### config.mk
export PLATFORM = sky130hd
export DESIGN_NAME = pc_unit
export DESIGN_NICKNAME = d
export VERILOG_FILES = /design/src/rtl/pc_unit.sv
export SDC_FILE = /design/constraint.sdc
export NUM_CORES = 1
export LEC_CHECK = 0
export BUFFER_PORTS_ARGS = -buffer_cell sky130_fd_sc_hd__buf_2
export CORE_AREA = 2 2 85 103
export CTS_CLUSTER_DIAMETER = 120
export DETAILED_ROUTE_END_ITERATION = 6
export DIE_AREA = 0 0 87 105
export PLACE_DENSITY = 0.83
export SYNTH_ARGS = -nofsm -noshare
export SYNTH_HDL_FRONTEND = slang
export SYNTH_SLANG_ARGS = --single-unit
export TNS_END_PERCENT = 30
### constraint.sdc
create_clock -name clk -period 5 [get_ports clk]
set_input_delay 0.5 -clock clk [delete_from_list [all_inputs] [get_ports clk]]
set_output_delay 0.5 -clock clk [all_outputs]
set_load 0.005 [all_outputs]
### src/rtl/pc_unit.sv
// Fetch-stage program counter: sequential advance, stall, redirect,
// trap entry and debug halt/resume, with misaligned redirects rejected.
module pc_unit #(
    parameter int unsigned     XLEN         = 32,
    parameter logic [XLEN-1:0] RESET_VECTOR = '0,
    parameter int unsigned     INC          = 4,
    parameter int unsigned     ALIGN_BITS   = 2
) (
    input  logic            clk,
    input  logic            reset,
    input  logic            stall,
    input  logic            redirect_en,
    input  logic [XLEN-1:0] redirect_pc,
    input  logic            trap_en,
    input  logic [XLEN-1:0] trap_vector,
    input  logic            halt_req,
    input  logic            resume,
    output logic [XLEN-1:0] pc_out,
    output logic [XLEN-1:0] pc_plus,
    output logic            pc_valid,
    output logic            halted,
    output logic            misalign_err,
    output logic [XLEN-1:0] bad_addr
);

    localparam logic [XLEN-1:0] INC_W =
        XLEN'(INC);
    localparam logic [XLEN-1:0] LOW_MASK =
        XLEN'((64'd1 << ALIGN_BITS) - 64'd1);

    typedef enum logic [1:0] {
        BOOT,
        RUN,
        HALT
    } state_t;

    state_t          state;
    state_t          state_d;
    logic [XLEN-1:0] pc_d;
    logic [XLEN-1:0] bad_d;
    logic            err_d;
    logic            rd_ok;
    logic [XLEN-1:0] trap_pc;

    assign pc_plus = pc_out + INC_W;
    assign rd_ok   = (redirect_pc & LOW_MASK) == '0;
    assign trap_pc = trap_vector & ~LOW_MASK;

    // Next state, next PC and redirect-rejection bookkeeping.
    always_comb begin
        state_d = state;
        pc_d    = pc_out;
        err_d   = 1'b0;
        bad_d   = bad_addr;
        unique case (state)
            BOOT: begin
                state_d = RUN;
            end
            RUN: begin
                if (trap_en) begin
                    pc_d = trap_pc;
                end else begin
                    if (redirect_en && rd_ok) begin
                        pc_d = redirect_pc;
                    end else if (redirect_en) begin
                        err_d = 1'b1;
                        bad_d = redirect_pc;
                    end else if (!stall && !halt_req) begin
                        pc_d = pc_plus;
                    end
                    if (halt_req) begin
                        state_d = HALT;
                    end
                end
            end
            HALT: begin
                if (trap_en) begin
                    pc_d    = trap_pc;
                    state_d = RUN;
                end else begin
                    if (redirect_en && rd_ok) begin
                        pc_d = redirect_pc;
                    end else if (redirect_en) begin
                        err_d = 1'b1;
                        bad_d = redirect_pc;
                    end
                    if (resume) begin
                        state_d = RUN;
                    end
                end
            end
            default: begin
                state_d = BOOT;
            end
        endcase
    end

    // State and registered outputs; status flags follow the next state.
    always_ff @(posedge clk or posedge reset) begin
        if (reset) begin
            state        <= BOOT;
            pc_out       <= RESET_VECTOR;
            pc_valid     <= 1'b0;
            halted       <= 1'b0;
            misalign_err <= 1'b0;
            bad_addr     <= '0;
        end else begin
            state        <= state_d;
            pc_out       <= pc_d;
            pc_valid     <= (state_d == RUN);
            halted       <= (state_d == HALT);
            misalign_err <= err_d;
            bad_addr     <= bad_d;
        end
    end

endmodule

==> results.cfg, run 1 <==
[setup_path]
crit_end = pc_out[7]$_DFFE_PP0P_
crit_required_ns = 5.26
ff2ff_path_depth = 6
start_kind = flip-flop
r2r_start = state[0]$_DFF_PP0_
crit_path_end_kind = flip-flop
slowest_delay_ns = 0.93
worstSetupPathType = flip-flop to flip-flop
critPathMaxFanout = 27
r2r_setup_slack_ns = 1.87
r2r_end = pc_out[7]$_DFFE_PP0P_
arrival_ns = 3.39
crit_slowest_cell = o32a_1
crit_buf_inv = 1
startpoint = state[0]$_DFF_PP0_
crit_chain = inv_1 > ha_1 > nor4_1 > o32a_1 > o21ai_0 > o31ai_1
path_delay_family = compound AO/OA/AOI/OAI gates
cp_num_cells = 6

[synthesis]
synth.area.top_cells = dfrtp_1 41%, mux2_2 8.5%, o21ai_0 4.8%, xnor2_1 3.5%, nand2_1 3.5%
netlist.area_leader.share_pct = 40.8
synth_fp_nets = 521
synth_flop_cell = dfrtp_1
ys_ff_latch = 69
synthesis.area_mm2 = 0.00424
synth_top_area_cell = dfrtp_1
synth-seq-area-share_pct = 40.8
synth.avg_cell_area_um2 = 9.52
synth_warnings = 0
synthCells = 445
synth-edff-count = 0
synth.distinct_cells = 59
ys_async_sr_fraction_pct = 100

[layout]
multi_input_area_mm2 = 0.00233
antenna_cells = 0
fill_cells = 671
final_cells = 698
drive_gt1_share_pct = 39.3
final_design_area_no_fill_mm2 = 0.00530
fin_nets = 674
seq_area_mm2 = 0.00173
area_growth_pct = 25.1

[drt]
wire_per_inst_um = 18.7
drt-total-wl_um = 13100
vias = 4295
drc = 0
drt_first_pass_iters = 5
detail-route-antenna-nets = 0
via_per_inst = 6.15
drt_iter0_markers = 347

[worst_hold_path]
hp-class = primary input to flip-flop

[sta]
timing.final.max_slew_violations = 0
finalCriticalPeriod_ns = 3.13
skew_ns = 0.00769
fin_hold_ws_ns = 0.395
fin_setup_tns_ns = 0
hold_viol_final = 0
fmax_mhz = 320
post-route-period-util_pct = 62.6
setup_viol = 0
tightestPinTransition_ns = 1.04
slew_headroom_pct = 30.3
grt_setup_unrepaired = no

[clock_network]
cts_tree = yes
cts_buffers = 9
cts_buffer_depth = 2
clkTransAtPathRegs_ns = 0.08
hold_buffers = 0
postCtsSetupBuffers = 0
cts_resized = 0
clkLatencyLatePin_ns = 0.36
cts-root-buf = clkbuf_8
cts.sinks = 69
cts.htree.levels = 3

[power_and_ir_drop]
powerDensity_mw_per_mm2 = 576
p_leak_nw = 2.49
p_total_mw = 3.05
peakVddDrop_mv = 0.316

[global_route]
grt.met3_usage_pct = 3.48
grt_util_met1_pct = 36.0
grt_antenna_before_repair = 0
grt_pass1_vias = 4229
grt_use_total_pct = 28.5
grt_util_met2_pct = 45.7
grt_pass1_wl_um = 20400
gr-total-overflow = 0
top_usage_layer = met2
grt_max_degree = 70

[place]
post_dp_cell_area_mm2 = 0.00508
dp_cells = 682
dp_hpwl_um = 9510
place_congestion = 0.877
portBuffers = 167

[floorplanning]
fp-row-count = 36
die_x_um = 87
die_y_um = 105
die-area_mm2 = 0.00914
boundaryPins = 170
start_util_pct = 52.5
core_area_mm2 = 0.00806

[status]
status = completed

[job]
drv_cap = 0
[layout make-up]
| cell class | instances | share of cell area, % |
|---|---|---|
| inverters | 8 | 0.567 |
| clock inverters | 7 | 1.70 |
| flip-flops and latches | 69 | 32.6 |
| well taps | 95 | 2.24 |
| clock buffers | 9 | 2.34 |
| repair buffers | 173 | 16.6 |
| multi-input cells | 337 | 43.9 |
[metal layers]
metal,up-vias,part of all wire [%]
met5,-,0
met4,0,3.9
met3,38,7.3
met2,238,49
met1,2063,40
li1,1956,-
[power by group]
group	internal [mW]	total (mW)	switching, mW
sequential	0.826	1.14	0.316
combinational	0.695	1.41	0.711
clock	0.278	0.505	0.227
total	1.80	3.05	1.25
[stage by stage]
stage               util, %  setup WS, ns
floorplan                 -          2.76
global placement       63.1          2.05
detailed placement     63.1          1.89
CTS                    65.7          1.90
global route           65.7          1.56
finish                 65.7          1.87
[registers in the layout, indices dropped and copies added (netlist names)]
name and count:
misalign_err 1, pc_valid 1, halted 1, bad_addr 32, pc_out 32, state 2
[worst register-to-register path: cells and delay by family, from the launching register on]
family	cells	cell delay (ns)
AOI/OAI and AO/OA	3	1.41
and+or+nand+nor	1	0.66
adders and majority gates	1	0.46
DFF	1	0.42
buffers and inverters	1	0.09
[cells in the final DEF (no fill, tap or decap), types with 3 or more instances in the layout]
master     Yosys  final
a21oi_1       25     25
a221oi_1       4      4
ha_1           5      5
o2bb2ai_1      4      4
inv_1          8      7
dfrtp_1       69     69
and4_1         3      3
xor2_1        10     10
nand4_1        9      9
a22oi_1        9      9
buf_4          3      6
mux2_2        32     32
o31ai_1        5      5
and2_1         7      7
o221ai_1       3      3
a32oi_1        6      6
and3_1        12     12
nand2_1       39     39
nor2b_1        4      4
a31oi_1        6      6
xnor2_1       17     17
o32a_1         3      3
nor3_1         9      9
clkinv_2       0      3
o21ai_0       41     41
buf_2          7    167
nand3_1       15     15
nor2_1        26     26
or4_1          4      4
clkbuf_8       2      9
[worst min-delay path by stage]
stage          slack, ns                  endpoint  depth (start not counted)                   from
2_1_floorplan       0.50     pc_out[0]$_DFFE_PP0P_                          1  pc_out[0]$_DFFE_PP0P_
3_5_place_dp        0.49     pc_out[1]$_DFFE_PP0P_                          1  pc_out[1]$_DFFE_PP0P_
3_3_place_gp        0.48     pc_out[0]$_DFFE_PP0P_                          1  pc_out[0]$_DFFE_PP0P_
5_1_grt             0.39  bad_addr[22]$_DFFE_PP0P_                          2        redirect_pc[22]
4_1_cts             0.38  bad_addr[22]$_DFFE_PP0P_                          2        redirect_pc[22]
6_report            0.40   bad_addr[6]$_DFFE_PP0P_                          2         redirect_pc[6]
[cell usage after synthesis (10+ instances only)]
library cell and n:
a21oi_1 25, and3_1 12, clkbuf_1 16, dfrtp_1 69
mux2_2 32, nand2_1 39, nand3_1 15, nor2_1 26
o21ai_0 41, xnor2_1 17, xor2_1 10
[cells by family (layout without fill, tap and decap cells)]
logic type | count (synthesis) | count (layout) | synth area share (%)
XOR/XNOR | 27 | 27 | 5.58
multiplexers | 32 | 32 | 8.51
flip-flops | 69 | 69 | 40.8
buffers and inverters | 39 | 197 | 4.93
AND/OR/NAND/NOR | 148 | 148 | 19.7
adder cells (fa/ha/maj) | 5 | 5 | 1.48
AO/OA/AOI/OAI | 125 | 125 | 19.0
Power figures use the tool's default switching activity.
==> run 2, diff against run 1 <==
--- a/config.mk
+++ b/config.mk
@@ -6,11 +6,11 @@
 export NUM_CORES = 1
 export LEC_CHECK = 0
 export BUFFER_PORTS_ARGS = -buffer_cell sky130_fd_sc_hd__buf_2
-export CORE_AREA = 2 2 85 103
+export CORE_AREA = 2 2 88 107
 export CTS_CLUSTER_DIAMETER = 120
 export DETAILED_ROUTE_END_ITERATION = 6
-export DIE_AREA = 0 0 87 105
-export PLACE_DENSITY = 0.83
+export DIE_AREA = 0 0 90 109
+export PLACE_DENSITY = 0.78
 export SYNTH_ARGS = -nofsm -noshare
 export SYNTH_HDL_FRONTEND = slang
 export SYNTH_SLANG_ARGS = --single-unit
==> constraint.sdc (replaced) <==
create_clock -name clk -period 3 [get_ports clk]
set_input_delay 0.3 -clock clk [delete_from_list [all_inputs] [get_ports clk]]
set_output_delay 0.3 -clock clk [all_outputs]
set_load 0.005 [all_outputs]
==> run 2 against run 1 <==
  * Register-to-register slack got worse by 1.5 ns
  * Combinational power increased by 68%
  * Non-clock buffer count increased by 5
  * Sequential power increased by 67%
  * Critical path type is now flip-flop to output port
  * Critical endpoint is now pc_plus[24]
  * Largest cell class unchanged
  * Largest power group unchanged
  * Highest routed layer unchanged
==> results.cfg, run 2 (synthesized netlist as in run 1, its figures left out) <==
[status]
status = completed

[clock_network]
clkTransAtPathRegs_ns = 0.08
cts-root-buf = clkbuf_8
cts_tree = yes
clkLatencyLatePin_ns = 0.35
cts_buffer_depth = 2
cts.sinks = 69
postCtsSetupBuffers = 0
hold_buffers = 0
cts_resized = 0
cts_buffers = 9
cts.htree.levels = 3

[job]
drv_cap = 0

[worst_hold_path]
hold_path_depth = 2
holdPathEnd = bad_addr[21]$_DFFE_PP0P_
holdCritStartpoint = redirect_pc[21]
hp-class = primary input to flip-flop

[power_and_ir_drop]
p_total_mw = 5.27
powerDensity_mw_per_mm2 = 974
peakVddDrop_mv = 0.612
p_leak_nw = 2.53

[setup_path]
arrival_ns = 2.46
startpoint = pc_out[11]$_DFFE_PP0P_
crit_required_ns = 2.70
r2r_setup_slack_ns = 0.34
r2r_start = state[0]$_DFF_PP0_
start_kind = flip-flop
ff2ff_path_depth = 6
critPathMaxFanout = 8
r2r_end = pc_out[30]$_DFFE_PP0P_
crit_path_end_kind = output port
worstSetupPathType = flip-flop to output port

[global_route]
grt_pass1_vias = 4078
gr-total-overflow = 0
grt_pass1_wl_um = 20200
grt_use_total_pct = 25.9
grt_max_degree = 70
grt_antenna_before_repair = 0

[sta]
tightestPinTransition_ns = 0.899
skew_ns = 0.00425
grt_setup_unrepaired = no
setup_viol = 0
timing.final.max_slew_violations = 0
slew_headroom_pct = 40.1
hold_viol_final = 0
post-route-period-util_pct = 92.2
finalCriticalPeriod_ns = 2.76
setup_ws_ns = 0.235
fin_hold_ws_ns = 0.192
fin_setup_tns_ns = 0
fmax_mhz = 362

[floorplanning]
die_y_um = 109
start_util_pct = 47.9
die_x_um = 90
fp-row-count = 38
core_area_mm2 = 0.00884
die-area_mm2 = 0.00981
boundaryPins = 170

[place]
portBuffers = 167
dp_hpwl_um = 9740
dp_cells = 712
place_congestion = 0.889
post-place-ws_ns = 0.455

[drt]
drt_iter0_markers = 376
drc = 0
vias = 4281
drt-total-wl_um = 13100
detail-route-antenna-nets = 0
via_per_inst = 5.88
wire_per_inst_um = 18.0
drt_first_pass_iters = 6

[layout]
final_common_cell = buf_2
final_cells = 728
antenna_cells = 0
final_cell_mix = 167 x buf_2, 69 x dfrtp_1, 41 x o21ai_0
fin_nets = 679
drive_gt1_share_pct = 39.6
fill_cells = 820
area_growth_pct = 27.9
reg_top3 = bad_addr: 32 flops, pc_out: 32 flops, state: 2 flops
-- run 2: cell count changes in the layout (fill, tap and decap cells not counted) --
cell / delta
clkinv_2: -3
bufinv_16: +2
clkbuf_1: +1
buf_4: +5
-- run 2: critical path, stage by stage (launching register included) --
cell     delay (ns)
dfrtp_1        0.52
nand4_2        0.29
nor4_2         0.69
and4_1         0.34
xor2_1         0.14
buf_2          0.13
-- run 2: through the flow --
| step | utilization (%) | cell area (µm²) |
|---|---|---|
| 4_1_cts | 61.2 | 5420 |
| 3_5_place_dp | 58.3 | 5150 |
| 3_3_place_gp | 58.3 | 5150 |
| 6_report | 61.2 | 5420 |
| 5_1_grt | 61.2 | 5420 |
| 2_1_floorplan | - | 4240 |
-- run 2: power by group --
part           switching (mW)  internal (mW)
registers               0.525           1.38
clock network           0.372          0.636
logic                    1.18           1.18
-- run 2: worst max-delay path by stage --
stage                              end  slack (ns)  cells past startpoint
6_report                   pc_plus[24]        0.24                      5
2_1_floorplan  bad_addr[0]$_DFFE_PP0P_        0.96                      1
3_5_place_dp    pc_out[28]$_DFFE_PP0P_        0.45                      6
5_1_grt                    pc_plus[24]        0.06                      6
4_1_cts                    pc_plus[24]        0.20                      6
3_3_place_gp    pc_out[29]$_DFFE_PP0P_        0.52                      6
-- run 2: cell type report --
class                           instances  area (µm²)  area share (%)
Multi-Input combinational cell        337        2330            43.0
Sequential cell                        69        1730            31.9
Timing Repair Buffer                  178         918            17.0
Tap cell                              120         150            2.77
Clock inverter                          6         135            2.49
Clock buffer                           10         128            2.36
Inverter                                8        30.0           0.554
-- run 2: metal layers --
metal | vias up | GRT usage [%] | wire, µm
met1 | 2053 | 32.0 | 5140
met3 | 49 | 5.18 | 961
met4 | 0 | 11.8 | 528
met2 | 216 | 44.0 | 6500
li1 | 1963 | - | -
met5 | - | 0 | 0
